<file path="src/rtl/vram_arbiter.sv">
// Single-port video SRAM arbiter: scanout fetches win by default, CPU accesses
// take the free slots, and a starvation counter forces a waiting CPU through.
module vram_arbiter #(
  parameter int unsigned STARVE_MAX = 4
) (
  input  logic        iClk,
  input  logic        iRst,
  input  logic [15:0] iVidAddr,
  input  logic        iVidStrobe,
  input  logic        iVidBlank,
  output logic [7:0]  oVidData,
  output logic        oVidValid,
  output logic        oVidMiss,
  input  logic        iCpuReq,
  input  logic        iCpuWr,
  input  logic [15:0] iCpuAddr,
  input  logic [7:0]  iCpuData,
  output logic [7:0]  oCpuData,
  output logic        oCpuAck,
  output logic [15:0] oRamAddr,
  output logic [7:0]  oRamData,
  output logic        oRamWe,
  output logic        oRamOe,
  input  logic [7:0]  iRamData
);

  typedef enum logic [1:0] {
    DONE_NONE,
    DONE_VID,
    DONE_CPU_RD,
    DONE_CPU_WR
  } done_e;

  localparam logic [3:0] STARVE_LIM = 4'(STARVE_MAX);

  logic [3:0]  starve_q, starve_d;
  logic        cpu_busy_q, cpu_busy_d;
  done_e       done_q, done_d;
  logic        miss_pend_q, miss_pend_d;
  logic [15:0] ram_addr_q, ram_addr_d;
  logic [7:0]  ram_data_q, ram_data_d;
  logic        ram_we_q, ram_we_d;
  logic        ram_oe_q, ram_oe_d;
  logic [7:0]  vid_data_q, vid_data_d;
  logic        vid_valid_q, vid_valid_d;
  logic        vid_miss_q, vid_miss_d;
  logic [7:0]  cpu_data_q, cpu_data_d;
  logic        cpu_ack_q, cpu_ack_d;

  logic vid_req, cpu_req, cpu_forced, grant_cpu, grant_vid;

  // NOTE: every always_comb output gets a default first so no path leaves it unassigned (no latch).
  always_comb begin
    vid_req    = iVidStrobe & ~iVidBlank;
    cpu_req    = iCpuReq & ~cpu_busy_q;
    cpu_forced = cpu_req & (starve_q == STARVE_LIM);
    grant_cpu  = cpu_forced | (cpu_req & ~vid_req);
    grant_vid  = vid_req & ~cpu_forced;

    // Completion of the access issued in the previous slot; iRamData is valid now.
    vid_valid_d = (done_q == DONE_VID);
    vid_data_d  = vid_valid_d ? iRamData : vid_data_q;
    cpu_ack_d   = (done_q == DONE_CPU_RD) | (done_q == DONE_CPU_WR);
    cpu_data_d  = (done_q == DONE_CPU_RD) ? iRamData : cpu_data_q;
    vid_miss_d  = miss_pend_q;

    ram_addr_d = ram_addr_q;
    ram_data_d = ram_data_q;
    ram_we_d   = 1'b0;
    ram_oe_d   = 1'b0;
    done_d     = DONE_NONE;

    if (grant_cpu) begin
      ram_addr_d = iCpuAddr;
      if (iCpuWr) begin
        ram_data_d = iCpuData;
        ram_we_d   = 1'b1;
        done_d     = DONE_CPU_WR;
      end else begin
        ram_oe_d = 1'b1;
        done_d   = DONE_CPU_RD;
      end
    end else if (grant_vid) begin
      ram_addr_d = iVidAddr;
      ram_oe_d   = 1'b1;
      done_d     = DONE_VID;
    end

    // The miss is reported alongside the forced CPU access's ack.
    miss_pend_d = cpu_forced & vid_req;
    cpu_busy_d  = grant_cpu;

    starve_d = starve_q;
    if (grant_cpu || !iCpuReq) begin
      starve_d = '0;
    end else if (grant_vid && cpu_req && (starve_q != STARVE_LIM)) begin
      starve_d = starve_q + 4'd1;
    end
  end

  // NOTE: sequential state uses non-blocking assignments so all flops update from pre-edge values.
  always_ff @(posedge iClk or posedge iRst) begin
    if (iRst) begin
      starve_q    <= '0;
      cpu_busy_q  <= 1'b0;
      done_q      <= DONE_NONE;
      miss_pend_q <= 1'b0;
      ram_addr_q  <= '0;
      ram_data_q  <= '0;
      ram_we_q    <= 1'b0;
      ram_oe_q    <= 1'b0;
      vid_data_q  <= '0;
      vid_valid_q <= 1'b0;
      vid_miss_q  <= 1'b0;
      cpu_data_q  <= '0;
      cpu_ack_q   <= 1'b0;
    end else begin
      starve_q    <= starve_d;
      cpu_busy_q  <= cpu_busy_d;
      done_q      <= done_d;
      miss_pend_q <= miss_pend_d;
      ram_addr_q  <= ram_addr_d;
      ram_data_q  <= ram_data_d;
      ram_we_q    <= ram_we_d;
      ram_oe_q    <= ram_oe_d;
      vid_data_q  <= vid_data_d;
      vid_valid_q <= vid_valid_d;
      vid_miss_q  <= vid_miss_d;
      cpu_data_q  <= cpu_data_d;
      cpu_ack_q   <= cpu_ack_d;
    end
  end

  assign oVidData  = vid_data_q;
  assign oVidValid = vid_valid_q;
  assign oVidMiss  = vid_miss_q;
  assign oCpuData  = cpu_data_q;
  assign oCpuAck   = cpu_ack_q;
  assign oRamAddr  = ram_addr_q;
  assign oRamData  = ram_data_q;
  assign oRamWe    = ram_we_q;
  assign oRamOe    = ram_oe_q;

endmodule

</file>
<file path="config.mk">
export PLATFORM = sky130hd
export DESIGN_NAME = vram_arbiter
export DESIGN_NICKNAME = d
export VERILOG_FILES = /design/src/rtl/vram_arbiter.sv
export SDC_FILE = /design/constraint.sdc
export NUM_CORES = 1
export LEC_CHECK = 0
export CAP_MARGIN = 20
export CORE_ASPECT_RATIO = 0.75
export CORE_MARGIN = 2
export CORE_UTILIZATION = 42
export DETAILED_ROUTE_END_ITERATION = 16
export GPL_ROUTABILITY_DRIVEN = 0
export PLACE_DENSITY = 0.78
export REMOVE_ABC_BUFFERS = 1
export SLEW_MARGIN = 20
export SYNTH_ARGS = -nofsm -noshare
export SYNTH_HDL_FRONTEND = slang
export SYNTH_SLANG_ARGS = --single-unit
</file>
<file path="constraint.sdc">
create_clock -name iClk -period 2 [get_ports iClk]
set_clock_uncertainty 0.2 [all_clocks]
set_input_delay 0.4 -clock iClk [delete_from_list [all_inputs] [get_ports iClk]]
set_output_delay 0.4 -clock iClk [all_outputs]
set_load 0.005 [all_outputs]
</file>
==> results_dict.tcl <==
set metrics [dict create \
    status "finished clean" \
    clk_pin_slew_ps 90 \
    synth_top_family_by_area "multiplexers" \
    ys_ff_latch 52 \
    cts.sinks 52 \
    cp_data_required_time_ps 1980 \
    power_density_nw_per_um2 793 \
    synthTopCellsByArea "dfrtp_1, nand3b_1, mux2_2" \
    initial_core_util_pct 44.6 \
    dp_hpwl_um 4050 \
    syn2layout_area_growth_pct 57.2 \
    synth.avg_cell_area_um2 14.1 \
    numCtsBuffers 5 \
    startpoint "starve_q[0]" \
    grt_first_pass_wirelength_um 8490 \
    coreArea_um2 5010 \
    p_clk_share_pct 24.9 \
    hold_buffers 0 \
    cts_tree "yes" \
    p_leak_nw 1.45 \
    critPathKind "reg2reg" \
    drive_gt1_share_pct 20.1 \
    final_nets 323 \
    synth_ff_type "dfrtp_1" \
    synthSimpleGateAreaFrac_pct 11.5 \
    crit_chain "inv_1 > ha_1 > nand3b_4 > a21o_1 > buf_4 > o221a_2" \
    synthMuxAreaShare_pct 13.5 \
    critPathTopFamily "compound AO/OA/AOI/OAI gates" \
    final_max_slew_viol_count 0 \
    diodes 0 \
    overflow 0 \
    start_kind "register" \
    yosysWarnings 0 \
    hold_viol 0 \
    yosys.area.top_type "dfrtp_1" \
    ctsResizeCount 0 \
    synth_compound_area_share_pct 11.4 \
    p_comb_share_pct 28.3 \
    drc 0 \
    dieArea_um2 5920 \
    num_rows 22 \
    clockRootBuffer "clkbuf_8" \
    ys_seq_area_share_pct 58.3 \
    critPathMaxStageDelay_ps 430 \
    reg2reg_slack_ps 170 \
    crit_slowest_cell "dfrtp_1" \
    async_flop_share_pct 100 \
    dr.first_iter.drc_count 98 \
    fin_hold_ws_ps 156 \
    yosys.area_share.xor_xnor_pct 0 \
    die_w_um 88.2 \
    io_pins 99 \
    vias 1709 \
    maxSlewHeadroom_pct 70.0 \
    layout_common_cells "clkdlybuf4s50_1, dfrtp_1, nand3b_1" \
    postRouteAntennaNets 0 \
    final_common_cell "clkdlybuf4s50_1" \
    worstPathArrival_ps 1800 \
    htreeDepth 2 \
    synthesis.area_um2 2230 \
    wire_per_inst_um 15.4 \
    clk_latency_ps 290 \
    cp.buffers_inverters 2 \
    sequentialPowerShare_pct 46.8 \
    clk_path_buf_depth 2 \
    nFillCells 375 \
    timing.fmax_mhz 547 \
    vdd_ir_drop_max_mv 0.293 \
    grt_pass1_vias 1797 \
    netlist-cell-type-count 32 \
    hold_path_class "reg2reg" \
    min_period_ps 1830 \
    postLayoutSetupSlackWorst_ps 172 \
    grt_usage_pct 18.9 \
    synth_fa_ha_area_share_pct 1.12 \
    tightest_slew_ps 450 \
    grt_antenna_before_repair 0 \
    place_ws_ps -70.8 \
    die_h_um 67.1 \
    min_from "miss_pend_q" \
    via_per_inst 5.03 \
    netSwitchingFraction_pct 23.0 \
    maxCapViolations 0 \
    cts_setup_buffers 0 \
    syn_inst 158 \
    reg2reg_from "starve_q[0]" \
    synth-edff-count 0 \
    internal-power_mw 2.14 \
    setup_violations 0 \
    power.switching_uw 640 \
    synth_top_cell_area_share_pct 58.3 \
    crit_path_max_fanout 8 \
    drt-total-wl_um 5240 \
    fin_crit_sh_pct 91.4 \
    rsz0062_at_grt "no" \
    port_buffers 98 \
    drt_pass1_iterations 4 \
    endpoint_kind "register" \
    grt_max_degree 21 \
]
## registers in the layout (all words and copies together), names as in the netlist
register and cells:
oCpuData 8, oRamAddr 16, oRamOe 1, oRamWe 1, oVidData 8, oVidMiss 1, miss_pend_q 1, oRamData 8
oVidValid 1, cpu_busy_q 1, starve_q 4, done_q 1, oCpuAck 1
## final cells by class
class,count,area (um^2),area share (%)
Clock buffer,6,72.6,2.07
Sequential cell,52,1300,37.1
Tap cell,72,90.1,2.57
Multi-Input combinational cell,88,836,23.8
Timing Repair Buffer,114,1150,32.8
Clock inverter,2,35.0,0.999
Inverter,6,22.5,0.642
## cells by family (layout without fill, tap and decap cells)
family | Yosys count | after routing
DFF | 52 | 52
AOI/OAI and AO/OA | 25 | 25
adders and majority gates | 2 | 2
buffers and inverters | 18 | 128
and+or+nand+nor | 37 | 37
muxes | 24 | 24
## power groups by stage
stage	registers, mW	logic [mW]	clock network, mW
floorplan	1.32	0.255	0
global placement	1.32	0.784	0
detailed placement	1.32	0.799	0
CTS	1.30	0.798	0.705
global route	1.32	0.849	0.758
finish	1.30	0.788	0.693
## per-stage QoR
stage | setup TNS [ps] | instance area, um^2 | total power, mW | instances | utilization, %
4_1_cts | 0 | 3510 | 2.81 | 340 | 70.0
3_5_place_dp | -1250 | 3400 | 2.12 | 332 | 67.9
3_3_place_gp | -460 | 3400 | 2.10 | 332 | 67.9
2_1_floorplan | 0 | 2160 | 1.58 | 146 | -
5_1_grt | 0 | 3510 | 2.93 | 340 | 70.0
6_report | 0 | 3510 | 2.78 | 340 | 70.0
## final timing paths
kind	endpoint	cells past startpoint
max	oRamAddr[12]	6
min	oVidMiss	0
max reg2reg	oRamAddr[12]	6
min reg2reg	oVidMiss	0
max in group asynchronous	miss_pend_q	3
min in group asynchronous	oCpuData[5]	2
## cell usage after synthesis, types with 2 or more instances
| master | number |
|---|---|
| a21oi_1 | 3 |
| buf_2 | 4 |
| clkbuf_1 | 5 |
| dfrtp_1 | 52 |
| ha_1 | 2 |
| inv_1 | 6 |
| mux2_1 | 4 |
| mux2_2 | 12 |
| mux2_4 | 8 |
| nand2_1 | 4 |
| nand2b_1 | 3 |
| nand3b_1 | 18 |
| nand4b_1 | 2 |
| nor2_1 | 2 |
| nor2b_1 | 2 |
| o221a_1 | 9 |
| o221a_2 | 7 |
## routing by layer
layer | vias up | GRT usage (%) | part of all wire (%)
li1 | 792 | - | -
met4 | 0 | 3.41 | 0.40
met1 | 834 | 25.5 | 45
met5 | - | 0 | 0
met2 | 81 | 30.6 | 46
met3 | 2 | 5.99 | 9.0
(Power assumes the default switching activity.)
